$ cat config.mk
export PLATFORM = sky130hd
export DESIGN_NAME = serial_bus_master_ctrl
export DESIGN_NICKNAME = d
export VERILOG_FILES = /design/src/rtl/serial_bus_master_ctrl_pkg.sv /design/src/rtl/addr_decoder_core.sv /design/src/rtl/arbiter_core.sv /design/src/rtl/init_port_core.sv /design/src/rtl/serial_bus_master_ctrl.sv
export SDC_FILE = /design/constraint.sdc
export NUM_CORES = 1
export LEC_CHECK = 0
export CORE_ASPECT_RATIO = 2
export CORE_UTILIZATION = 45
export CTS_CLUSTER_DIAMETER = 100
export CTS_CLUSTER_SIZE = 16
export DETAILED_ROUTE_END_ITERATION = 7
export PLACE_DENSITY_LB_ADDON = 0.12
export REMOVE_ABC_BUFFERS = 1
export SLEW_MARGIN = 20
export SYNTH_ARGS = -nofsm -noshare
export SYNTH_HDL_FRONTEND = slang
export SYNTH_SLANG_ARGS = --single-unit
$ cat constraint.sdc
create_clock -name clk -period 2.8 [get_ports clk]
set_clock_uncertainty 0.1 [all_clocks]
set_input_delay 0.56 -clock clk [delete_from_list [all_inputs] [get_ports clk]]
set_output_delay 0.56 -clock clk [all_outputs]
set_load 0.01 [all_outputs]
$ cat src/rtl/serial_bus_master_ctrl_pkg.sv
// Shared constants for the serial bus master subsystem: widths, FSM
// encodings, decoder target codes and mux select encodings.
package serial_bus_master_ctrl_pkg;

    localparam int ADDR_W   = 16;
    localparam int DATA_W   = 8;
    localparam int DEC_BITS = 4;
    localparam int CNT_W    = $clog2(ADDR_W);
    localparam int DIDX_W   = $clog2(DATA_W);
    localparam int BCNT_W   = $clog2(DEC_BITS + 1);
    localparam int NUM_REQ  = 3;

    // Arbiter request/grant slots, lowest index has highest priority
    localparam int ARB_SPLIT = 0;
    localparam int ARB_PORT  = 1;
    localparam int ARB_I2    = 2;

    // Initiator port FSM states
    localparam logic [2:0] ST_IDLE  = 3'd0;
    localparam logic [2:0] ST_REQ   = 3'd1;
    localparam logic [2:0] ST_ADDR  = 3'd2;
    localparam logic [2:0] ST_DATA  = 3'd3;
    localparam logic [2:0] ST_READ  = 3'd4;
    localparam logic [2:0] ST_DONE  = 3'd5;
    localparam logic [2:0] ST_SPLIT = 3'd6;

    // Leading address bits that select each target
    localparam logic [DEC_BITS-1:0] DEC_T1 = 4'b0000;
    localparam logic [DEC_BITS-1:0] DEC_T2 = 4'b0100;
    localparam logic [DEC_BITS-1:0] DEC_T3 = 4'b1000;

    localparam logic [1:0] SEL_T1 = 2'b00;
    localparam logic [1:0] SEL_T2 = 2'b01;
    localparam logic [1:0] SEL_T3 = 2'b10;

    // Latched transaction fields
    typedef struct packed {
        logic [ADDR_W-1:0] addr;
        logic [DATA_W-1:0] data;
        logic              rw;
    } txn_t;

    // States in which the port keeps its arbiter request asserted
    function automatic logic holds_req(input logic [2:0] st);
        return (st == ST_IDLE) || (st == ST_REQ) || (st == ST_ADDR) ||
               (st == ST_DATA) || (st == ST_READ);
    endfunction

endpackage

$ cat src/rtl/addr_decoder_core.sv
// Snoops the serial address phase and selects one of three targets from
// the leading address bits.
module addr_decoder_core
    import serial_bus_master_ctrl_pkg::*;
(
    input  logic       clk,
    input  logic       rst,
    input  logic       bit_in,
    input  logic       bit_valid,
    input  logic       bus_mode,
    input  logic       grant,
    input  logic       dec_split,
    output logic       target_1_valid,
    output logic       target_2_valid,
    output logic       target_3_valid,
    output logic [1:0] sel
);

    logic [BCNT_W-1:0]   bcnt;
    logic [DEC_BITS-2:0] sh;
    logic [DEC_BITS-1:0] code;
    logic                addr_bit;

    assign addr_bit = bit_valid && !bus_mode;
    assign code     = {sh, bit_in};

    // Count address bits, shift in the leading ones, decode on the last
    // leading bit, and release the selection when the bus is given up
    always_ff @(posedge clk or posedge rst) begin
        if (rst) begin
            bcnt           <= '0;
            sh             <= '0;
            target_1_valid <= 1'b0;
            target_2_valid <= 1'b0;
            target_3_valid <= 1'b0;
            sel            <= SEL_T1;
        end else begin
            if (addr_bit) begin
                sh <= {sh[DEC_BITS-3:0], bit_in};
                if (bcnt < BCNT_W'(DEC_BITS)) bcnt <= bcnt + BCNT_W'(1);
            end else begin
                bcnt <= '0;
            end

            if (addr_bit && bcnt == BCNT_W'(DEC_BITS - 1)) begin
                target_1_valid <= (code == DEC_T1);
                target_2_valid <= (code == DEC_T2);
                target_3_valid <= (code == DEC_T3);
                case (code)
                    DEC_T2:  sel <= SEL_T2;
                    DEC_T3:  sel <= SEL_T3;
                    default: sel <= SEL_T1;
                endcase
            end else if (!grant && !dec_split) begin
                target_1_valid <= 1'b0;
                target_2_valid <= 1'b0;
                target_3_valid <= 1'b0;
                sel            <= SEL_T1;
            end
        end
    end

endmodule

$ cat src/rtl/arbiter_core.sv
// Fixed-priority, non-preemptive bus arbiter with registered one-hot grant.
module arbiter_core
    import serial_bus_master_ctrl_pkg::*;
(
    input  logic               clk,
    input  logic               rst,
    input  logic [NUM_REQ-1:0] req,
    output logic [NUM_REQ-1:0] grant
);

    logic [NUM_REQ-1:0] grant_nxt;

    // Keep the current holder while it requests; otherwise pick the
    // highest-priority requester (lowest index wins)
    always_comb begin
        grant_nxt = grant;
        if ((grant & req) == '0) begin
            grant_nxt = '0;
            for (int i = NUM_REQ - 1; i >= 0; i--) begin
                if (req[i]) begin
                    grant_nxt    = '0;
                    grant_nxt[i] = 1'b1;
                end
            end
        end
    end

    // Grant register
    always_ff @(posedge clk or posedge rst) begin
        if (rst) grant <= '0;
        else     grant <= grant_nxt;
    end

endmodule

$ cat src/rtl/init_port_core.sv
// Initiator port: latches one transaction, requests the bus, serialises
// address/data MSB-first and assembles serial read data.
module init_port_core
    import serial_bus_master_ctrl_pkg::*;
(
    input  logic              clk,
    input  logic              rst,
    input  logic              init_req,
    input  logic [ADDR_W-1:0] init_addr_out,
    input  logic              init_addr_out_valid,
    input  logic [DATA_W-1:0] init_data_out,
    input  logic              init_data_out_valid,
    input  logic              init_rw,
    input  logic              init_ready,
    input  logic              target_split,
    input  logic              target_ack,
    input  logic              bus_data_in,
    input  logic              bus_data_in_valid,
    input  logic              port_grant,
    output logic              port_req,
    output logic              bus_data_out,
    output logic              bus_data_out_valid,
    output logic              bus_mode,
    output logic              bus_init_rw,
    output logic              bus_init_ready,
    output logic [DATA_W-1:0] init_data_in,
    output logic              init_data_in_valid,
    output logic              init_ack,
    output logic              init_split_ack
);

    logic [2:0]        state;
    logic [CNT_W-1:0]  cnt;
    txn_t              txn;
    logic [DATA_W-1:0] rd_sh;
    logic [CNT_W-1:0]  a_idx;
    logic [DIDX_W-1:0] d_idx;

    assign a_idx       = CNT_W'(ADDR_W - 1) - cnt;
    assign d_idx       = DIDX_W'(DATA_W - 1) - cnt[DIDX_W-1:0];
    assign port_req    = init_req && holds_req(state);
    assign bus_init_rw = txn.rw;

    // Serial output decode from state and bit counter
    always_comb begin
        bus_data_out_valid = (state == ST_ADDR) || (state == ST_DATA);
        bus_mode           = (state == ST_DATA) || (state == ST_READ);
        bus_data_out       = 1'b0;
        if (state == ST_ADDR)      bus_data_out = txn.addr[a_idx];
        else if (state == ST_DATA) bus_data_out = txn.data[d_idx];
    end

    // Transaction FSM; grant loss beats split, split beats progress
    always_ff @(posedge clk or posedge rst) begin
        if (rst) begin
            state              <= ST_IDLE;
            cnt                <= '0;
            txn                <= '0;
            rd_sh              <= '0;
            init_data_in       <= '0;
            init_data_in_valid <= 1'b0;
            init_split_ack     <= 1'b0;
            init_ack           <= 1'b0;
            bus_init_ready     <= 1'b0;
        end else begin
            init_ack           <= target_ack;
            bus_init_ready     <= init_ready;
            init_data_in_valid <= 1'b0;
            init_split_ack     <= 1'b0;
            case (state)
                ST_IDLE: begin
                    cnt <= '0;
                    if (init_addr_out_valid) begin
                        txn.addr <= init_addr_out;
                        txn.rw   <= init_rw;
                    end
                    if (init_data_out_valid) txn.data <= init_data_out;
                    if (init_req) state <= ST_REQ;
                end
                ST_REQ: begin
                    cnt <= '0;
                    if (!init_req)       state <= ST_IDLE;
                    else if (port_grant) state <= ST_ADDR;
                end
                ST_ADDR: begin
                    if (!port_grant) state <= ST_IDLE;
                    else if (target_split) begin
                        state          <= ST_SPLIT;
                        init_split_ack <= 1'b1;
                    end else if (cnt == CNT_W'(ADDR_W - 1)) begin
                        cnt   <= '0;
                        state <= txn.rw ? ST_DATA : ST_READ;
                    end else begin
                        cnt <= cnt + CNT_W'(1);
                    end
                end
                ST_DATA: begin
                    if (!port_grant) state <= ST_IDLE;
                    else if (target_split) begin
                        state          <= ST_SPLIT;
                        init_split_ack <= 1'b1;
                    end else if (cnt == CNT_W'(DATA_W - 1)) begin
                        cnt   <= '0;
                        state <= ST_DONE;
                    end else begin
                        cnt <= cnt + CNT_W'(1);
                    end
                end
                ST_READ: begin
                    if (!port_grant) state <= ST_IDLE;
                    else if (target_split) begin
                        state          <= ST_SPLIT;
                        init_split_ack <= 1'b1;
                    end else if (bus_data_in_valid) begin
                        rd_sh <= {rd_sh[DATA_W-2:0], bus_data_in};
                        if (cnt == CNT_W'(DATA_W - 1)) begin
                            init_data_in       <= {rd_sh[DATA_W-2:0], bus_data_in};
                            init_data_in_valid <= 1'b1;
                            cnt                <= '0;
                            state              <= ST_DONE;
                        end else begin
                            cnt <= cnt + CNT_W'(1);
                        end
                    end
                end
                ST_DONE: begin
                    if (!init_req) state <= ST_IDLE;
                end
                ST_SPLIT: begin
                    // Wait for the bus to be released, then re-request and
                    // restart from the first address bit
                    cnt <= '0;
                    if (!port_grant) state <= ST_REQ;
                end
                default: state <= ST_IDLE;
            endcase
        end
    end

endmodule

$ cat src/rtl/serial_bus_master_ctrl.sv
// Top: initiator port, 3-way arbiter and address decoder wired together.
module serial_bus_master_ctrl
    import serial_bus_master_ctrl_pkg::*;
(
    input  logic              clk,
    input  logic              rst,
    input  logic              init_req,
    input  logic [ADDR_W-1:0] init_addr_out,
    input  logic              init_addr_out_valid,
    input  logic [DATA_W-1:0] init_data_out,
    input  logic              init_data_out_valid,
    input  logic              init_rw,
    input  logic              init_ready,
    input  logic              target_split,
    input  logic              target_ack,
    input  logic              bus_data_in,
    input  logic              bus_data_in_valid,
    input  logic              req_i_2,
    input  logic              req_split,
    input  logic              dec_split,
    output logic              bus_data_out,
    output logic              bus_data_out_valid,
    output logic              bus_mode,
    output logic              bus_init_rw,
    output logic              bus_init_ready,
    output logic              init_grant,
    output logic [DATA_W-1:0] init_data_in,
    output logic              init_data_in_valid,
    output logic              init_ack,
    output logic              init_split_ack,
    output logic              grant_i_2,
    output logic              grant_split,
    output logic              target_1_valid,
    output logic              target_2_valid,
    output logic              target_3_valid,
    output logic [1:0]        sel
);

    logic               port_req;
    logic [NUM_REQ-1:0] req;
    logic [NUM_REQ-1:0] grant;

    always_comb begin
        req            = '0;
        req[ARB_SPLIT] = req_split;
        req[ARB_PORT]  = port_req;
        req[ARB_I2]    = req_i_2;
    end

    assign grant_split = grant[ARB_SPLIT];
    assign init_grant  = grant[ARB_PORT];
    assign grant_i_2   = grant[ARB_I2];

    init_port_core u_port (
        .clk                 (clk),
        .rst                 (rst),
        .init_req            (init_req),
        .init_addr_out       (init_addr_out),
        .init_addr_out_valid (init_addr_out_valid),
        .init_data_out       (init_data_out),
        .init_data_out_valid (init_data_out_valid),
        .init_rw             (init_rw),
        .init_ready          (init_ready),
        .target_split        (target_split),
        .target_ack          (target_ack),
        .bus_data_in         (bus_data_in),
        .bus_data_in_valid   (bus_data_in_valid),
        .port_grant          (grant[ARB_PORT]),
        .port_req            (port_req),
        .bus_data_out        (bus_data_out),
        .bus_data_out_valid  (bus_data_out_valid),
        .bus_mode            (bus_mode),
        .bus_init_rw         (bus_init_rw),
        .bus_init_ready      (bus_init_ready),
        .init_data_in        (init_data_in),
        .init_data_in_valid  (init_data_in_valid),
        .init_ack            (init_ack),
        .init_split_ack      (init_split_ack)
    );

    arbiter_core u_arb (
        .clk   (clk),
        .rst   (rst),
        .req   (req),
        .grant (grant)
    );

    addr_decoder_core u_dec (
        .clk            (clk),
        .rst            (rst),
        .bit_in         (bus_data_out),
        .bit_valid      (bus_data_out_valid),
        .bus_mode       (bus_mode),
        .grant          (grant[ARB_PORT]),
        .dec_split      (dec_split),
        .target_1_valid (target_1_valid),
        .target_2_valid (target_2_valid),
        .target_3_valid (target_3_valid),
        .sel            (sel)
    );

endmodule

== Yosys cells after proc, flatten, opt, wreduce, memory -nomap -nowiden ==
Index checks and enable logic that the tools add are counted.
Storage, ports and cells
  register bits: 65
Operators by class
  $add $sub $neg: 4
  order comparisons: 3
  equality and inequality tests: 25
  mux-type cells: 52
  bitwise operators: 2
  reductions and logical operators: 26
Operators with widths (count)
  3-bit two-way mux: 20
  4-bit two-way mux: 9
  3-bit one-hot mux with 7 select lines: 1
  1-bit two-way mux: 16
  2-bit != test, second input constant: 8
  4-bit one-hot mux with 4 select lines: 1
  3-bit by 2-bit == test with 1-bit output, second input constant: 3
  3-bit == test, second input constant: 3
  4-bit by 3-bit == test with 1-bit output, second input constant: 2
  4-bit == test, second input constant: 2
  4-bit != test, second input constant: 2
  8-bit AND reduction: 1
  3-bit logical NOT: 2
  1-bit logical OR: 6
  2-bit by 1-bit != test with 1-bit output, second input constant: 3
  6-bit AND reduction: 1
  3-bit OR reduction: 2
  4-bit by 5-bit less-than comparator with 1-bit output, second input constant: 1
  5-bit AND reduction: 1
  4-bit by 1-bit adder with 4-bit output, second input constant: 1
  1-bit binary-select mux with 4-bit select: 1
  1-bit logical AND: 4
  4-bit logical NOT: 1
  3-bit by 4-bit less-than comparator with 1-bit output, second input constant: 1
  other kinds (16): 20

== Depth between registers and ports, before layout ==
  depth in word-level cells: 8
  gate-level depth with buffers: 7
  depth with buffers taken out: 6

== Modules after synthesis ==
Synthesis repeated with hierarchy kept, for this count alone.
Unflattened totals
  cells, all modules: 242
  area total of the unflattened synthesis: 3124.2 um^2
By module, submodules not included
  init_port_core: instances 1, cells each 193, area each 2518.7 um^2
  addr_decoder_core: instances 1, cells each 36, area each 460.4 um^2
  arbiter_core: instances 1, cells each 13, area each 145.1 um^2

== Worst setup path after synthesis ==
OpenSTA, ideal clock, no wires.
  path type: register to register
  start: register u_port.cnt[0]
  end: register u_dec.target_3_valid
  setup time: 66 ps
  arrival time: 2476 ps
  required time: 2634 ps
  setup slack: 158 ps
  stages on the path, launching flop included: 7
  path buffers: 1
  cell sequence: dfrtp_1 -> buf_6 -> mux4_1 -> mux4_2 -> or4b_4 -> or3b_1 -> nand2_1
On the way
  word-level cells in the longest chain between the ends: 7
Ends and longest elaborated chain
  from (decl): RTL line init_port_core.sv:33  | logic [CNT_W-1:0] cnt;
  from (signal assigned): RTL line init_port_core.sv:94  | cnt <= cnt + CNT_W'(1);
  from (signal assigned): RTL line init_port_core.sv:106  | cnt <= cnt + CNT_W'(1);
  from (signal assigned): RTL line init_port_core.sv:122  | cnt <= cnt + CNT_W'(1);
  parallel branches: the longest is 4 deep, another holds 4-bit subtractor
  1-bit two-way mux (*): RTL line init_port_core.sv:49  | if (state == ST_ADDR) bus_data_out = txn.addr[a_idx];
  4-bit == test (*): RTL line addr_decoder_core.sv:48  | target_3_valid <= (code == DEC_T3);
  1-bit two-way mux (*): RTL line addr_decoder_core.sv:45  | if (addr_bit && bcnt == BCNT_W'(DEC_BITS - 1)) begin
  to (signal assigned): RTL line addr_decoder_core.sv:48
  to (decl): RTL line addr_decoder_core.sv:15  | output logic target_3_valid,
Mark *: on every way between the ends. The select of a mux whose other input is x is not followed.
A chain may end at the register's enable or synchronous reset.

== Worst setup path after layout ==
  start: register u_port.cnt[0]
  end: output port bus_data_out
On the way
  word-level cells in the longest chain between the ends: 5
Ends and longest elaborated chain
  parallel branches: the longest is 4 deep, another holds 4-bit subtractor
  1-bit two-way mux (*): RTL line init_port_core.sv:49
  to (decl): RTL line serial_bus_master_ctrl.sv:21  | output logic bus_data_out,
Marked as above.

==> key figures <==
Global route
  • Aggregate global routing overflow: 0
  • Pin count of the biggest net entering global routing: 65
  • Global router's overall resource usage: 0.1993
  • Via count of the first global-routing pass: 2271
  • Number of antenna violations at the first check in global routing: 0
  • First-pass GRT wire length: 10300 um

Hold path
  • Number of instances on the worst hold path: 2
  • Path type of the worst min-delay path: register to register

Logic synthesis
  • Avg Cell Area, Syn: 12.13 um^2
  • Main flop type after synthesis: dfrtp_1
  • Register bit count reported by yosys: 64
  • Fraction of registers with async set/reset: 1.000
  • Most area-hungry cell type in the Yosys netlist: dfrtp_1
  • YS warnings: 0
  • Mapped Area: 3032 um^2
  • Share of the synthesized area in the top cell type: 0.5283
  • Number of instances in the synthesized netlist: 250
  • Count of flip-flops with a built-in enable after synthesis: 0
  • Number of different library cells in the post-synthesis netlist: 43
  • Cell types with the largest area share after synthesis: dfrtp_1 (53%), mux2_2 (13%), mux4_1 (4.3%), mux2_1 (3.7%), nand2_1 (2.8%)
  • Share of the yosys chip area belonging to registers: 0.5283

Power and ir drop
  • Static Leakage: 1.786 nW
  • Flop pwr share: 0.387
  • Maximum vdd drop: 0.5628 mV
  • Int Power: 2.594 mW
  • Net Switching: 1.188 mW
  • Combinational share of power: 0.339
  • Tot Pwr: 3.782 mW
  • Proportion of total power due to net switching: 0.3141
  • Total power per unit cell area: 929.8 nW/um^2
  • Share of power burned in the clock network: 0.274

Finish
  • Area growth from synthesis to layout: 34.17%
  • Most frequent cells in the layout: dfrtp_1 (63), clkdlybuf4s50_1 (60), mux2_2 (34)
  • Non-Filler Cell Area, Final: 4068 um^2
  • Fraction of layout instances using a drive strength above 1: 0.2322
  • Final #Nets: 359
  • Final antenna diode count: 0
  • Leading cell type in the layout, fill and taps excluded: dfrtp_1

STA
  • Final period utilization: 0.9989
  • Count of final hold-check violations: 0
  • Fmax: 0.3575 GHz
  • Slack of the critical path: 0.003083 ns
  • Slew Limit Fails: 0
  • Final setup viols: 0
  • TNS Setup: 0 ns
  • Transition time of the tightest slew-check pin: 0.4283 ns
  • Min Tclk post-route: 2.797 ns
  • Slew headroom: 0.7145
  • RSZ-0062 raised after global routing: true

Drt
  • Count of nets left with antenna violations after detail routing: 0
  • Routed wirelength normalized by instance count: 15.23 um
  • Number of search-and-repair iterations in the first detailed-routing pass: 4
  • Total length of routed wires: 6259 um
  • Number of remaining DRC errors: 0
  • Number of DRC markers in iteration 0: 55
  • Total via count in the routed design: 2170
  • Vias per cell: 5.280

Placement
  • Number of buffers added on ports: 61
  • RePlAce Congestion: 0.9088
  • Total half-perimeter wirelength after legalization and detailed placement: 4668 um
  • Pre-CTS worst setup slack: -0.1315 ns
  • Placed Area: 3784 um^2

Worst setup path
  • Critical Path Sink Type: output port
  • Worst reg-to-reg path cell count: 6
  • Crit path required time: 2.14 ns
  • Kind of launch point of the worst setup path: register
  • Class of the most critical setup path: register to output port
  • Highest fanout seen on the critical path: 5
  • Critical path arrival: 2.14 ns

Die
  • IO Count: 62
  • Floorplan die height: 118.1 um
  • Die area: 7089 um^2
  • Core area: 6569 um^2
  • Die outline width: 60.04 um
  • Cell row count: 42
  • Initial cell density of the core: 0.4615

Clocking
  • Clock root buffer master: clkbuf_16
  • Number of CTS-inserted buffers: 9
  • CTS tree: done
  • Post-CTS clock slew at the launch and capture registers of the worst setup and hold paths: 0.06 ns
  • Clock latency on the worst-skew pair: 0.32 ns
  • Clock tree sinks: 64
  • Buffers inserted during post-CTS setup optimization: 0
  • CTS H-Tree Depth: 3
  • Number of buffers on the longest clock path: 2

Outcome
  • Run status: complete, no violations

Job
  • Max-cap violations: 0
path summary, 6_finish.rpt:
path	slack [ns]	endpoint	startpoint
min	0.37	u_dec.target_1_valid	u_dec.target_1_valid
min in group asynchronous	0.52	u_port.txn[1]	rst
max reg2reg	0.04	u_dec.target_3_valid	u_port.cnt[0]
max in group asynchronous	1.79	u_port.cnt[0]	rst
max	0.003	bus_data_out	u_port.cnt[0]
min reg2reg	0.37	u_dec.target_1_valid	u_dec.target_1_valid
through the flow:
step	hold slack (ns)	utilization	instances
2_1_floorplan	0.3488	-	234
3_3_place_gp	0.3595	0.5760	395
3_5_place_dp	0.3649	0.5760	395
4_1_cts	0.3773	0.6185	411
5_1_grt	0.3943	0.6192	411
6_report	0.3711	0.6192	411
sequential cells by signal (all words and copies together) (netlist names):
| register | flops |
|---|---|
| u_arb.grant | 3 |
| u_dec.bcnt | 3 |
| u_dec.sel | 2 |
| u_dec.sh | 3 |
| u_dec.target_1_valid | 1 |
| u_dec.target_3_valid | 1 |
| u_port.bus_init_ready | 1 |
| u_port.bus_init_rw | 1 |
| u_port.cnt | 4 |
| u_port.init_ack | 1 |
| u_port.init_data_in | 8 |
| u_port.init_data_in_valid | 1 |
| u_port.init_split_ack | 1 |
| u_port.rd_sh | 7 |
| u_port.state | 3 |
| u_port.txn | 24 |
final cells by class:
type                    instances  area [um^2]
clock inverters                 4        28.78
repair buffers                 73        708.2
multi-input cells             165         1343
clock buffers                  12        256.5
well taps                      88        110.1
fillers                       540         2501
flip-flops and latches         64         1603
inverters                       5        18.77
cells in the mapped netlist, types with 2 or more instances:
| master | number |
|---|---|
| mux2_2 | 34 |
| o21bai_1 | 2 |
| inv_1 | 5 |
| nor2b_1 | 3 |
| o21ai_0 | 9 |
| nand2_1 | 23 |
| and2_1 | 4 |
| mux4_2 | 2 |
| nor2_1 | 14 |
| nand3b_1 | 2 |
| mux4_1 | 5 |
| a21oi_1 | 10 |
| o21ai_1 | 3 |
| ha_1 | 3 |
| nand2b_1 | 4 |
| dfrtp_1 | 64 |
| a31oi_1 | 6 |
| clkbuf_1 | 14 |
| nor3_1 | 3 |
| mux2i_1 | 2 |
| o21a_1 | 2 |
| a22o_1 | 3 |
| or3b_1 | 2 |
| nand3_1 | 3 |
| mux2_1 | 10 |
logic make-up after synthesis:
group,Yosys count,synth area share
fa+ha+maj,3,0.01238
buf+inv,21,0.02972
xor+xnor,1,0.002890
mux,53,0.2282
flops,64,0.5283
simple gates,64,0.1069
compound gates,44,0.09163
power by group through the flow:
stage	combinational (mW)	clock (mW)	sequential (mW)
after floorplan	0.821	0	1.43
after global placement	1.24	0	1.46
after detailed placement	1.27	0	1.47
after CTS	1.29	1.07	1.47
after global routing	1.42	1.11	1.51
final	1.28	1.04	1.46
critical path: stages, from the launching register on:
cell       delay, ns
dfrtp_2         0.44
mux4_2          0.51
mux4_2          0.54
nor2_4          0.11
a2111oi_2       0.05
buf_2           0.17
metal layers:
layer  share of wire  global-route usage
met1            0.36              0.2136
met2            0.57              0.3451
met3           0.037             0.05495
met4           0.025             0.09157
met5               0                   0
repair_timing:
action / 4_1_cts / 5_1_grt
endpoints found under the setup margin: 3 / 3
pin swaps: 1 / 2
hold buffers: 0 / 0
resized for setup: 11 / 1
endpoints found under the hold margin: 0 / 0
(Power assumes the default switching activity.)
